[config.mk]
export PLATFORM = sky130hd
export DESIGN_NAME = led_pattern_sequencer_flat
export DESIGN_NICKNAME = d
export VERILOG_FILES = /design/src/rtl/led_seq_pkg.sv /design/src/rtl/led_seq_if.sv /design/src/rtl/led_seq_timer.sv /design/src/rtl/led_pattern_sequencer.sv /design/src/flat_wrapper.sv
export SDC_FILE = /design/constraint.sdc
export NUM_CORES = 1
export LEC_CHECK = 0
export CORE_ASPECT_RATIO = 1.5
export CORE_UTILIZATION = 47
export CTS_BUF_LIST = sky130_fd_sc_hd__clkbuf_8 sky130_fd_sc_hd__clkbuf_16
export DETAILED_ROUTE_END_ITERATION = 8
export GPL_ROUTABILITY_DRIVEN = 0
export GPL_TIMING_DRIVEN = 0
export PLACE_DENSITY = 0.78
export SYNTH_ARGS = -nofsm -noshare
export SYNTH_HDL_FRONTEND = slang
export SYNTH_SLANG_ARGS = --single-unit
[constraint.sdc]
create_clock -name clk -period 3.21 [get_ports clk]
set_clock_uncertainty 0.05 [all_clocks]
set_input_delay 0.642 -clock clk [delete_from_list [all_inputs] [get_ports clk]]
set_output_delay 0.642 -clock clk [all_outputs]
set_load 0.1 [all_outputs]
[src/rtl/led_seq_pkg.sv]
// led_seq_pkg: register offsets, CTRL bit positions and FSM states for the LED pattern sequencer
package led_seq_pkg;
    localparam logic [5:0] A_CTRL   = 6'h00;
    localparam logic [5:0] A_STAT   = 6'h04;
    localparam logic [5:0] A_PERIOD = 6'h08;
    localparam logic [5:0] A_LENGTH = 6'h0C;
    localparam logic [5:0] A_PAT    = 6'h10;
    localparam int B_START = 0;
    localparam int B_STOP  = 1;
    localparam int B_LOOP  = 2;
    typedef enum logic [1:0] {S_IDLE, S_WRITE, S_WAIT} state_t;
endpackage

[src/rtl/led_seq_if.sv]
// led_seq_if: CPU config bus (rd_en_i/wr_en_i/addr_i/data_i in, data_o combinational read data out)
interface led_seq_if;
    logic        rd_en_i;
    logic        wr_en_i;
    logic [31:0] addr_i;
    logic [31:0] data_i;
    logic [31:0] data_o;
    modport master (output rd_en_i, wr_en_i, addr_i, data_i, input data_o);
    modport slave  (input rd_en_i, wr_en_i, addr_i, data_i, output data_o);
endinterface

[src/rtl/led_seq_timer.sv]
// led_seq_timer: loadable down-counter (clk, rst_n, load/val reload, en decrement, expire when count is 1)
module led_seq_timer #(
    parameter int W = 24
) (
    input  logic         clk,
    input  logic         rst_n,
    input  logic         load,
    input  logic         en,
    input  logic [W-1:0] val,
    output logic         expire
);
    logic [W-1:0] cnt;
    assign expire = cnt == W'(1);
    always_ff @(posedge clk or negedge rst_n)
        if (!rst_n) cnt <= '0;
        else cnt <= load ? val : en ? cnt - W'(1) : cnt;
endmodule

[src/rtl/led_pattern_sequencer.sv]
// led_pattern_sequencer: plays a CPU-loaded pattern table onto the LED data register
// ports: clk, rst_n, bus (config slave), led_wr_en_o/led_addr_o/led_data_o (LED write master), busy_o, done_o
module led_pattern_sequencer
    import led_seq_pkg::*;
#(
    parameter int          DEPTH    = 8,
    parameter int          PERIOD_W = 24,
    parameter logic [31:0] LED_ADDR = 32'h0
) (
    input  logic        clk,
    input  logic        rst_n,
    led_seq_if.slave    bus,
    output logic        led_wr_en_o,
    output logic [31:0] led_addr_o,
    output logic [31:0] led_data_o,
    output logic        busy_o,
    output logic        done_o
);
    localparam int IW = $clog2(DEPTH);
    state_t state, state_n;
    logic loop, done_n, ctrl_wr, start, stop, last, decide, expire, pat_hit, unused;
    logic [PERIOD_W-1:0] period;
    logic [3:0] length, idx, idx_n, pi;
    logic [4:0] steps;
    logic [5:0] a;
    logic [7:0] pat [DEPTH];
    logic [7:0] hold;
    assign a = bus.addr_i[5:0];
    assign pi = a[5:2] - 4'd4;
    assign pat_hit = a[1:0] == 2'b0 && a >= A_PAT && {1'b0, pi} < 5'(DEPTH);
    assign ctrl_wr = bus.wr_en_i && a == A_CTRL;
    assign start = ctrl_wr && bus.data_i[B_START];
    assign stop = ctrl_wr && bus.data_i[B_STOP];
    assign unused = ^{bus.addr_i, bus.data_i};
    assign steps = length == 4'd0 ? 5'd1 : {1'b0, length} > 5'(DEPTH) ? 5'(DEPTH) : {1'b0, length};
    assign last = {1'b0, idx} >= steps - 5'd1;
    assign decide = (state == S_WRITE && period == '0) || (state == S_WAIT && expire);
    assign busy_o = state != S_IDLE;
    assign led_wr_en_o = state == S_WRITE;
    assign led_addr_o = LED_ADDR;
    // pattern is read live during the strobe so a table write lands on the next step
    assign led_data_o = {24'b0, led_wr_en_o ? pat[idx[IW-1:0]] : hold};
    assign bus.data_o = !bus.rd_en_i ? 32'b0 :
                        a == A_CTRL   ? {29'b0, loop, 2'b0} :
                        a == A_STAT   ? {20'b0, idx, 6'b0, done_o, busy_o} :
                        a == A_PERIOD ? 32'(period) :
                        a == A_LENGTH ? {28'b0, length} :
                        pat_hit       ? {24'b0, pat[pi[IW-1:0]]} : 32'b0;
    led_seq_timer #(.W(PERIOD_W)) u_timer (
        .clk    (clk),
        .rst_n  (rst_n),
        .load   (state == S_WRITE),
        .en     (state == S_WAIT),
        .val    (period),
        .expire (expire)
    );
    always_comb begin
        state_n = state;
        idx_n = idx;
        done_n = done_o;
        if (stop) state_n = S_IDLE;
        else if (start) begin
            state_n = S_WRITE;
            idx_n = 4'd0;
            done_n = 1'b0;
        end else if (decide) begin
            state_n = !last || loop ? S_WRITE : S_IDLE;
            idx_n = !last ? idx + 4'd1 : loop ? 4'd0 : idx;
            done_n = last && !loop;
        end else if (state == S_WRITE) state_n = S_WAIT;
    end
    always_ff @(posedge clk or negedge rst_n)
        if (!rst_n) begin
            state <= S_IDLE;
            idx <= '0;
            done_o <= 1'b0;
            hold <= '0;
            loop <= 1'b0;
            period <= '0;
            length <= '0;
            for (int i = 0; i < DEPTH; i++) pat[i] <= '0;
        end else begin
            state <= state_n;
            idx <= idx_n;
            done_o <= done_n;
            if (led_wr_en_o) hold <= pat[idx[IW-1:0]];
            if (ctrl_wr) loop <= bus.data_i[B_LOOP];
            if (bus.wr_en_i && a == A_PERIOD) period <= bus.data_i[PERIOD_W-1:0];
            if (bus.wr_en_i && a == A_LENGTH) length <= bus.data_i[3:0];
            if (bus.wr_en_i && pat_hit) pat[pi[IW-1:0]] <= bus.data_i[7:0];
        end
endmodule
[src/flat_wrapper.sv]
// flat-port wrapper written by rule: the top's interface ports become plain ports
module led_pattern_sequencer_flat import led_seq_pkg::*;
#(
    parameter int          DEPTH    = 8,
    parameter int          PERIOD_W = 24,
    parameter logic [31:0] LED_ADDR = 32'h0
)
  (clk, rst_n, led_wr_en_o, led_addr_o, led_data_o, busy_o, done_o, bus_rd_en_i, bus_wr_en_i, bus_addr_i, bus_data_i, bus_data_o);
  led_seq_if bus_i ();
  input  logic clk;
  input  logic rst_n;
  output logic led_wr_en_o;
  output logic [31:0] led_addr_o;
  output logic [31:0] led_data_o;
  output logic busy_o;
  output logic done_o;
  input wire logic [$bits(bus_i.rd_en_i)-1:0] bus_rd_en_i;
  input wire logic [$bits(bus_i.wr_en_i)-1:0] bus_wr_en_i;
  input wire logic [$bits(bus_i.addr_i)-1:0] bus_addr_i;
  input wire logic [$bits(bus_i.data_i)-1:0] bus_data_i;
  output wire logic [$bits(bus_i.data_o)-1:0] bus_data_o;
  assign bus_i.rd_en_i = bus_rd_en_i;
  assign bus_i.wr_en_i = bus_wr_en_i;
  assign bus_i.addr_i = bus_addr_i;
  assign bus_i.data_i = bus_data_i;
  assign bus_data_o = bus_i.data_o;
  led_pattern_sequencer #(.DEPTH(DEPTH), .PERIOD_W(PERIOD_W), .LED_ADDR(LED_ADDR)) u_core (.clk(clk), .rst_n(rst_n), .bus(bus_i), .led_wr_en_o(led_wr_en_o), .led_addr_o(led_addr_o), .led_data_o(led_data_o), .busy_o(busy_o), .done_o(done_o));
endmodule
==> flow_summary.yaml, run 1 <==
die:
  die_area_um2: 17100
  initial_utilization: 0.480
  fp.dieW_um: 107
  core-area_um2: 16200
  row_count: 57
  pin_count: 167
  die_h_um: 160
power:
  power_leakage_nw: 4.52
  ir_drop_mv: 0.578
  power_density_nw_per_um2: 790
placement:
  numPortBuffers: 65
  dpl.cell_count: 1018
  dpl.hpwl_um: 14300
  pre_cts_slack_ns: -1.34
critical_path:
  path_max_fanout: 10
  r2r_start: "u_core.length[2]"
  worstSetupPathType: "in2out"
  worstPathRequired_ns: 2.52
  worstPathArrival_ns: 2.50
  start_kind: "input port"
  setup.worst_path.start: "bus_addr_i[4]"
  end_kind: "output port"
clock_tree:
  cts_inserted_buffers: 17
  clockBufferDepth: 2
  cts_hold_buf: 0
  cts_max_level: 4
  cts-root-buf: "clkbuf_16"
  cts.reportedPaths.clkPinSlew_ns: 0.06
  clk_latency_ns: 0.42
  cts_sinks: 132
  cts_tree: "built"
route:
  via_per_inst: 5.68
  drc: 0
  wl_um: 20600
  drtIter0Drc: 349
  vias: 5973
  wl_per_cell_um: 19.6
  first_pass_iters: 5
  ant_nets: 0
synthesis:
  synth_area_leaders: "dfrtp_1 42%, mux2_2 12%, mux4_2 9.3%, buf_4 6.3%, mux2i_1 3.3%"
  syn_avg_cell_area_um2: 11.4
  post-synth-top-count-cell: "dfrtp_1"
  synth.cell_area_um2: 7780
  synth_edf_count: 0
  synth_commonest_cells: "132 x dfrtp_1, 84 x mux2_2, 65 x buf_4, 43 x a21oi_1, 38 x nand2_1"
  synth.largest_area_cell: "dfrtp_1"
  ys_warn_count: 0
  synthCells: 683
  synthArstFlopShare: 1.00
  ys_seq_elements: 132
  synth_flop_cell: "dfrtp_1"
  synth_top_area_share: 0.425
  synth_seq_area_share: 0.425
  yosysUniqueCellTypes: 61
cells_and_area:
  area.growth.synth_to_final_pct: 27.1
  final_cell_count_no_fill: 1051
  nets: 911
  drive_gt1_frac: 0.401
  diodes: 0
timing:
  min_period_ns: 3.19
  tightest_slew_ns: 0.990
  slew_violations: 0
  hold_viol_final: 0
  fmax_mhz: 314
  fin_ws_ns: 0.0222
  period_share: 0.993
  worst_hold_slack_ns: 0.0884
  max_slew_margin: 0.338
  totalNegativeSetupSlack_ns: 0
  setup_viol: 0
grt:
  grt_pass1_wl_um: 32500
  antenna_found_initial: 0
  grt_overflow: 0
  grt_usage: 0.252
  grt_pass1_vias: 5997
  grt_max_degree: 87
status:
  status: "finished clean"
run:
  max-cap-violations: 0
worst_hold_path:
  hold_class: "in2async"
==> path summary, 6_finish.rpt <==
check	to	slack (ns)	cells past startpoint
setup / recovery	bus_data_o[4]	0.02	9
hold / removal	u_core.length[3]	0.09	1
setup reg to reg	u_core.idx[2]	0.22	11
hold reg to reg	u_core.hold[4]	0.46	2
max in group asynchronous	u_core.period[16]	2.22	2
min in group clk	u_core.hold[4]	0.46	2
==> layout by cell type (no fill, tap or decap), types with 26 or more instances in the layout <==
cell / n
mux4_2: 32
mux2i_1: 26
clkdlybuf4s50_1: 28
mux2_2: 84
buf_4: 71
nand2_1: 37
a21oi_1: 32
conb_1: 65
dfrtp_1: 132
==> metrics by stage <==
step                total power, W  utilization  area (um^2)
global route               0.00818        0.610         9880
global placement           0.00566        0.562         9100
finish                     0.00781        0.610         9880
CTS                        0.00781        0.609         9870
detailed placement         0.00573        0.564         9130
floorplan                  0.00496            -         8200
==> worst max-delay path: stages <==
cell and delay, ns:
buf_8 0.12, inv_1 0.07, clkbuf_8 0.19, ha_4 0.28
or4b_4 0.54, a21oi_2 0.18, a21oi_2 0.07, nor2_4 0.14
buf_6 0.24
==> flip-flops by register name (all words and copies together), names as in the netlist <==
| name | count |
|---|---|
| u_core.pat | 64 |
| u_core.done_o | 1 |
| u_core.u_timer.cnt | 24 |
| u_core.loop | 1 |
| u_core.length | 4 |
| u_core.idx | 4 |
| u_core.period | 24 |
| u_core.state | 2 |
| u_core.hold | 8 |
==> per-layer routing <==
metal	vias up	global-route usage	routed length, um
li1	2685	-	-
met1	2952	0.286	7610
met2	264	0.447	11100
met3	72	0.0434	992
met4	0	0.131	960
met5	-	0	0
==> area by class of cell <==
type                    instances  area (um^2)
clock inverters                15          213
well taps                     206          258
fillers                      1291         6310
plain buffers                  99          692
multi-input cells             505         4270
clock buffers                  17          425
inverters                      10         37.5
repair buffers                 67          689
flip-flops and latches        132         3300
==> repair_timing <==
action / 4_1_cts / 5_1_grt
endpoints found under the setup margin: 32 / 20
resized for setup: 239 / 11
pin swaps: 4 / 1
hold endpoints to repair: 0 / 0
cloned: 2 / 0
setup buffers: 1 / 0
==> cell families after synthesis <==
family | share of synthesized area
and+or+nand+nor | 0.124
muxes | 0.265
DFF | 0.425
buffers and inverters | 0.0865
AOI/OAI and AO/OA | 0.0804
adders and majority gates | 0.0177
other | 0.000965
xor gates and xnor gates | 0.00113
==> power breakdown <==
| group | leakage (nW) | internal (W) | switching, W |
|---|---|---|---|
| sequential | 1.74 | 0.00202 | 0.000356 |
| combinational | 2.47 | 0.00111 | 0.00222 |
| clock | 0.313 | 0.00126 | 0.000840 |
(Power assumes the default switching activity.)
==> inputs of run 2 (changes only) <==
--- a/config.mk
+++ b/config.mk
@@ -9,9 +9,10 @@
 export CORE_UTILIZATION = 47
 export CTS_BUF_LIST = sky130_fd_sc_hd__clkbuf_8 sky130_fd_sc_hd__clkbuf_16
 export DETAILED_ROUTE_END_ITERATION = 8
-export GPL_ROUTABILITY_DRIVEN = 0
+export GPL_ROUTABILITY_DRIVEN = 1
 export GPL_TIMING_DRIVEN = 0
 export PLACE_DENSITY = 0.78
 export SYNTH_ARGS = -nofsm -noshare
 export SYNTH_HDL_FRONTEND = slang
+export SYNTH_HIERARCHICAL = 1
 export SYNTH_SLANG_ARGS = --single-unit
==> run 2 against run 1 <==
  * Cell area decreased by 2.3%
  * Combinational power decreased by 36%
  * Total power decreased by 17%
  * Die area decreased by 2.1%
==> flow_summary.yaml, run 2 <==
status:
  status: "finished clean"
cells_and_area:
  area.growth.synth_to_final_pct: 26.8
  largest-register: "u_core/pat"
  layout_common_cells: "132 x dfrtp_1, 84 x buf_4, 82 x mux2_2"
  num-fill-cells: 1286
  top_regs: "u_core/pat: 64 flops, u_core/period: 24 flops, u_core/u_timer/cnt: 24 flops"
  diodes: 0
  largest_reg_flops: 64
  final_area_um2: 9660
  final_cell_count_no_fill: 1031
  nets: 891
  drive_gt1_frac: 0.394
  final_common_cell: "dfrtp_1"
die:
  core-area_um2: 15800
  fp.dieW_um: 106
  pin_count: 167
  initial_utilization: 0.483
  die_area_um2: 16700
  die_h_um: 158
  row_count: 56
clock_tree:
  cts_hold_buf: 0
  cts_tree: "built"
  cts_max_level: 4
  clk_latency_ns: 0.42
  cts_inserted_buffers: 17
  clockBufferDepth: 2
  cts.reportedPaths.clkPinSlew_ns: 0.05
  cts-root-buf: "clkbuf_16"
  cts_sinks: 132
critical_path:
  start_kind: "input port"
  reg2reg_depth: 7
  rrSetupSlack_ns: 0.28
  path_buf_inv: 3
  end_kind: "output port"
  worstPathRequired_ns: 2.52
  r2r-end: "u_core/idx[3]"
  cpMaxStageDelayCell: "clkdlybuf4s50_1"
  path_max_fanout: 4
  worstPathCellList: "clkdlybuf4s50_1 -> nor2_2 -> nand3b_1 -> buf_4 -> o22ai_1 -> and2_1 -> buf_4"
  critPathTopFamily: "buffers and inverters"
  r2r_start: "u_core/u_timer/cnt[11]"
  max_stage_delay_ns: 0.52
  worstSetupPathType: "in2out"
  worstPathArrival_ns: 2.46
  cp_common_cell: "buf_4"
synthesis:
  synth_area_leaders: "dfrtp_1 43%, mux2_2 12%, mux4_2 9.5%, buf_4 6.9%, nand2_1 2.4%"
  synth.largest_area_cell: "dfrtp_1"
  synthArstFlopShare: 1.00
  synth_edf_count: 0
  syn_avg_cell_area_um2: 11.5
  synth_seq_area_share: 0.434
  synth_flop_cell: "dfrtp_1"
  post-synth-top-count-cell: "dfrtp_1"
  synthCells: 661
  ys_warn_count: 6
  yosysUniqueCellTypes: 60
  synth.cell_area_um2: 7610
  synth_top_area_share: 0.434
  synth_commonest_cells: "132 x dfrtp_1, 82 x mux2_2, 70 x buf_4, 48 x nand2_1, 32 x mux4_2"
  ys_seq_elements: 132
timing:
  tightest_slew_ns: 0.963
  rsz0062_at_grt: "no"
  slew_violations: 0
  hold_viol_final: 0
  max_slew_margin: 0.356
  setup_viol: 0
  min_period_ns: 3.15
  period_share: 0.981
  worst_hold_slack_ns: 0.0850
  fmax_mhz: 318
run:
  max-cap-violations: 0
placement:
  globalplace.congestion: 0.870
  dpl.hpwl_um: 13800
  dpl.cell_count: 995
  numPortBuffers: 67
  place_area_um2: 8860
route:
  drtIter0Drc: 399
  ant_nets: 0
  drc: 0
  via_per_inst: 5.66
  wl_um: 20400
  first_pass_iters: 5
  vias: 5834
  wl_per_cell_um: 19.8
grt:
  grt_pass1_vias: 5984
  grt_max_degree: 94
  grt_pass1_wl_um: 32300
  grt_overflow: 0
  grt_usage: 0.257
  antenna_found_initial: 0
power:
  power_w: 0.00651
  ir_drop_mv: 0.378
  power_leakage_nw: 4.44
  power_density_nw_per_um2: 674
worst_hold_path:
  hold_class: "in2async"
-- run 2: per-layer routing --
layer / vias up / track usage / part of all wire
li1: 2620 / - / -
met1: 2842 / 0.285 / 0.36
met2: 298 / 0.460 / 0.52
met3: 74 / 0.0449 / 0.064
met4: 0 / 0.154 / 0.049
met5: - / 0 / 0
-- run 2: worst register-to-register path, delay by kind of cell (launching register included) --
kind             cells  cell delay (ns)
AND/OR/NAND/NOR      4             1.41
flip-flops           1             0.46
AO/OA/AOI/OAI        3             0.86
-- run 2: cell families after synthesis --
family                     count (synthesis)  synth area share
and+or+nand+nor                          178             0.128
buffers and inverters                    104            0.0882
adders and majority gates                  7            0.0115
DFF                                      132             0.434
xor gates and xnor gates                  11            0.0127
other                                      2          0.000986
AOI/OAI and AO/OA                         93            0.0785
muxes                                    134             0.247
-- run 2: per-stage QoR --
step	setup WS [ns]	setup TNS [ns]	utilization
after global placement	-3.83	-570.70	0.560
after CTS	0.0105	0	0.611
after global routing	0.00737	0	0.613
after floorplan	-0.477	-1.06	-
final	0.0609	0	0.613
after detailed placement	-1.82	-66.87	0.562
-- run 2: how the worst max path moves through the flow --
stage,startpoint,to,slack [ns],cells past startpoint
2_1_floorplan,bus_addr_i[4],bus_data_o[6],-0.48,6
3_3_place_gp,rst_n,u_core/pat[8],-3.83,1
3_5_place_dp,bus_addr_i[4],bus_data_o[3],-1.82,8
4_1_cts,u_core/idx[0],led_data_o[6],0.01,6
5_1_grt,u_core/idx[0],led_data_o[1],0.007,6
6_report,bus_addr_i[1],bus_data_o[2],0.06,7
-- run 2: power by group --
part | switching (W) | internal (W)
Clock | 0.000755 | 0.00126
Combinational | 0.00130 | 0.000838
Sequential | 0.000361 | 0.00199
-- run 2: cell type report --
type	instances	area, um^2	area share
Sequential cell	132	3300	0.342
Timing Repair Buffer	73	761	0.0788
Clock inverter	12	155	0.0161
Clock buffer	19	453	0.0469
Inverter	8	30.0	0.00311
Tap cell	203	254	0.0263
Buffer	96	692	0.0716
Multi-Input combinational cell	488	4010	0.415
-- run 2: repair_timing --
action,4_1_cts,5_1_grt
gates cloned,0,0
setup buffers,5,0
endpoints found under the setup margin,54,38
pin swaps,2,0
hold endpoints to repair,0,0
resized for setup,247,12
==> inputs of run 3 (changes only) <==
--- a/config.mk
+++ b/config.mk
@@ -6,12 +6,12 @@
 export NUM_CORES = 1
 export LEC_CHECK = 0
 export CORE_ASPECT_RATIO = 1.5
-export CORE_UTILIZATION = 47
+export CORE_UTILIZATION = 56
 export CTS_BUF_LIST = sky130_fd_sc_hd__clkbuf_8 sky130_fd_sc_hd__clkbuf_16
 export DETAILED_ROUTE_END_ITERATION = 8
 export GPL_ROUTABILITY_DRIVEN = 1
 export GPL_TIMING_DRIVEN = 0
-export PLACE_DENSITY = 0.78
+export PLACE_DENSITY = 0.87
 export SYNTH_ARGS = -nofsm -noshare
 export SYNTH_HDL_FRONTEND = slang
 export SYNTH_HIERARCHICAL = 1
==> constraint.sdc (replaced) <==
create_clock -name clk -period 3.7 [get_ports clk]
set_clock_uncertainty 0.05 [all_clocks]
set_input_delay 0.74 -clock clk [delete_from_list [all_inputs] [get_ports clk]]
set_output_delay 0.74 -clock clk [all_outputs]
set_load 0.1 [all_outputs]
==> run 3 against run 2 <==
  * Sequential share of layout area up 1.1 points
  * Critical path depth unchanged
  * Clock power down 13%
  * Hold slack better by 0.15 ns
  * Via count is 2.8% higher
  * Cell count is 4.5% lower
==> flow_summary.yaml, run 3 (synthesis results as in run 2) <==
grt:
  grt_max_degree: 74
  grt_usage: 0.292
  grt_pass1_wl_um: 31500
  grt_overflow: 0
  antenna_found_initial: 0
  grt_pass1_vias: 6035
cells_and_area:
  final_util: 0.711
  layout_common_cells: "132 x dfrtp_1, 91 x buf_4, 82 x mux2_2"
  largest-register: "u_core/pat"
  drive_gt1_frac: 0.354
  top_regs: "u_core/pat: 64 flops, u_core/period: 24 flops, u_core/u_timer/cnt: 24 flops"
  final_common_cell: "dfrtp_1"
  final_cell_count_no_fill: 985
  diodes: 0
  area.growth.synth_to_final_pct: 22.8
  final_area_um2: 9350
  nets: 888
  num-fill-cells: 912
  largest_reg_flops: 64
clock_tree:
  cts_max_level: 4
  cts-root-buf: "clkbuf_16"
  cts.reportedPaths.clkPinSlew_ns: 0.06
  clockBufferDepth: 2
  cts_sinks: 132
  clk_latency_ns: 0.42
  cts_tree: "built"
  cts_inserted_buffers: 17
  cts_hold_buf: 0
route:
  drtIter0Drc: 498
  via_per_inst: 6.09
  wl_um: 19900
  wl_per_cell_um: 20.2
  drc: 0
  first_pass_iters: 5
  vias: 5996
  ant_nets: 0
critical_path:
  rrSetupSlack_ns: 0.49
  max_stage_delay_ns: 0.54
  end_kind: "output port"
  cpMaxStageDelayCell: "clkdlybuf4s50_1"
  worstPathCellList: "clkdlybuf4s50_1 -> clkbuf_1 -> mux4_2 -> mux2i_1 -> o22ai_1 -> and2_1 -> buf_4"
  worstSetupPathType: "in2out"
  start_kind: "input port"
  worstPathRequired_ns: 2.91
  path_max_fanout: 10
  worstPathArrival_ns: 2.87
die:
  die_h_um: 145
  fp.dieW_um: 97.2
  core-area_um2: 13100
  die_area_um2: 14100
  row_count: 51
  initial_utilization: 0.579
  pin_count: 167
placement:
  pre_cts_slack_ns: -1.38
  numPortBuffers: 67
  dpl.cell_count: 951
  place_area_um2: 8760
  dpl.hpwl_um: 14100
  globalplace.congestion: 0.900
timing:
  slew_violations: 0
  rsz0062_at_grt: "no"
  max_slew_margin: 0.354
  setup_viol: 0
  min_period_ns: 3.66
  hold_viol_final: 0
  tightest_slew_ns: 0.966
  fin_ws_ns: 0.0426
  fmax_mhz: 273
  period_share: 0.988
power:
  power_density_nw_per_um2: 600
  ir_drop_mv: 0.413
  power_leakage_nw: 4.33
status:
  status: "finished clean"
run:
  max-cap-violations: 0
worst_hold_path:
  hold_class: "in2async"
## run 3: changes by cell type in the layout (fill, tap and decap cells not counted), moves of 4 or more
cell / before / now
and2_2: 10 / 0
o21ai_1: 2 / 9
nor2_1: 22 / 26
and2_1: 4 / 14
o21ai_2: 7 / 1
buf_6: 9 / 3
buf_8: 13 / 0
clkbuf_2: 8 / 3
buf_4: 84 / 91
clkdlybuf4s15_2: 1 / 6
clkbuf_1: 7 / 11
## run 3: final timing paths
| kind | from | to | cells past startpoint |
|---|---|---|---|
| max in group asynchronous | rst_n | u_core/pat[38] | 2 |
| max | bus_addr_i[4] | bus_data_o[2] | 7 |
| min in group clk | u_core/hold[0] | u_core/hold[0] | 2 |
| max reg2reg | u_core/u_timer/cnt[10] | u_core/idx[3] | 7 |
| min | rst_n | u_core/hold[0] | 1 |
| min reg2reg | u_core/hold[0] | u_core/hold[0] | 2 |
## run 3: what timing repair did
| action | CTS | global route |
|---|---|---|
| buffers inserted | 3 | 0 |
| endpoints found under the setup margin | 32 | 22 |
| pin swaps | 0 | 0 |
| resized for setup | 163 | 14 |
## run 3: power by group
group	switching, W	leakage [nW]	total, W	internal [W]
clock network	0.000666	0.295	0.00175	0.00109
logic	0.00113	2.29	0.00182	0.000696
registers	0.000307	1.74	0.00204	0.00173
total	0.00210	4.33	0.00561	0.00351
## run 3: final cells by class
type | count | area (um^2) | share of cell area
Sequential cell | 132 | 3300 | 0.353
Inverter | 8 | 33.8 | 0.00361
Buffer | 95 | 649 | 0.0695
Clock inverter | 14 | 178 | 0.0190
Tap cell | 159 | 199 | 0.0213
Multi-Input combinational cell | 488 | 3890 | 0.416
Clock buffer | 18 | 439 | 0.0470
Timing Repair Buffer | 71 | 654 | 0.0700
## run 3: metal layers
| metal | wire length, um | share of wire | up-vias | global-route usage |
|---|---|---|---|---|
| met5 | 0 | 0 | - | 0 |
| li1 | - | - | 2614 | - |
| met4 | 977 | 0.049 | 0 | 0.167 |
| met1 | 6880 | 0.35 | 2909 | 0.309 |
| met3 | 1550 | 0.078 | 106 | 0.0773 |
| met2 | 10500 | 0.53 | 367 | 0.527 |
## run 3: worst max-delay path: cells and delay by family
family | cells | cell delay [ns]
buffers and inverters | 3 | 1.27
AOI/OAI and AO/OA | 1 | 0.13
muxes | 2 | 0.54
and+or+nand+nor | 1 | 0.18
## run 3: metrics by stage
step | TNS (ns) | hold slack, ns | power, W
finish | 0 | 0.234 | 0.00561
global route | 0 | 0.262 | 0.00584
global placement | -422.58 | 0.425 | 0.00372
detailed placement | -28.45 | 0.442 | 0.00382
CTS | 0 | 0.255 | 0.00559
floorplan | 0 | 0.394 | 0.00336
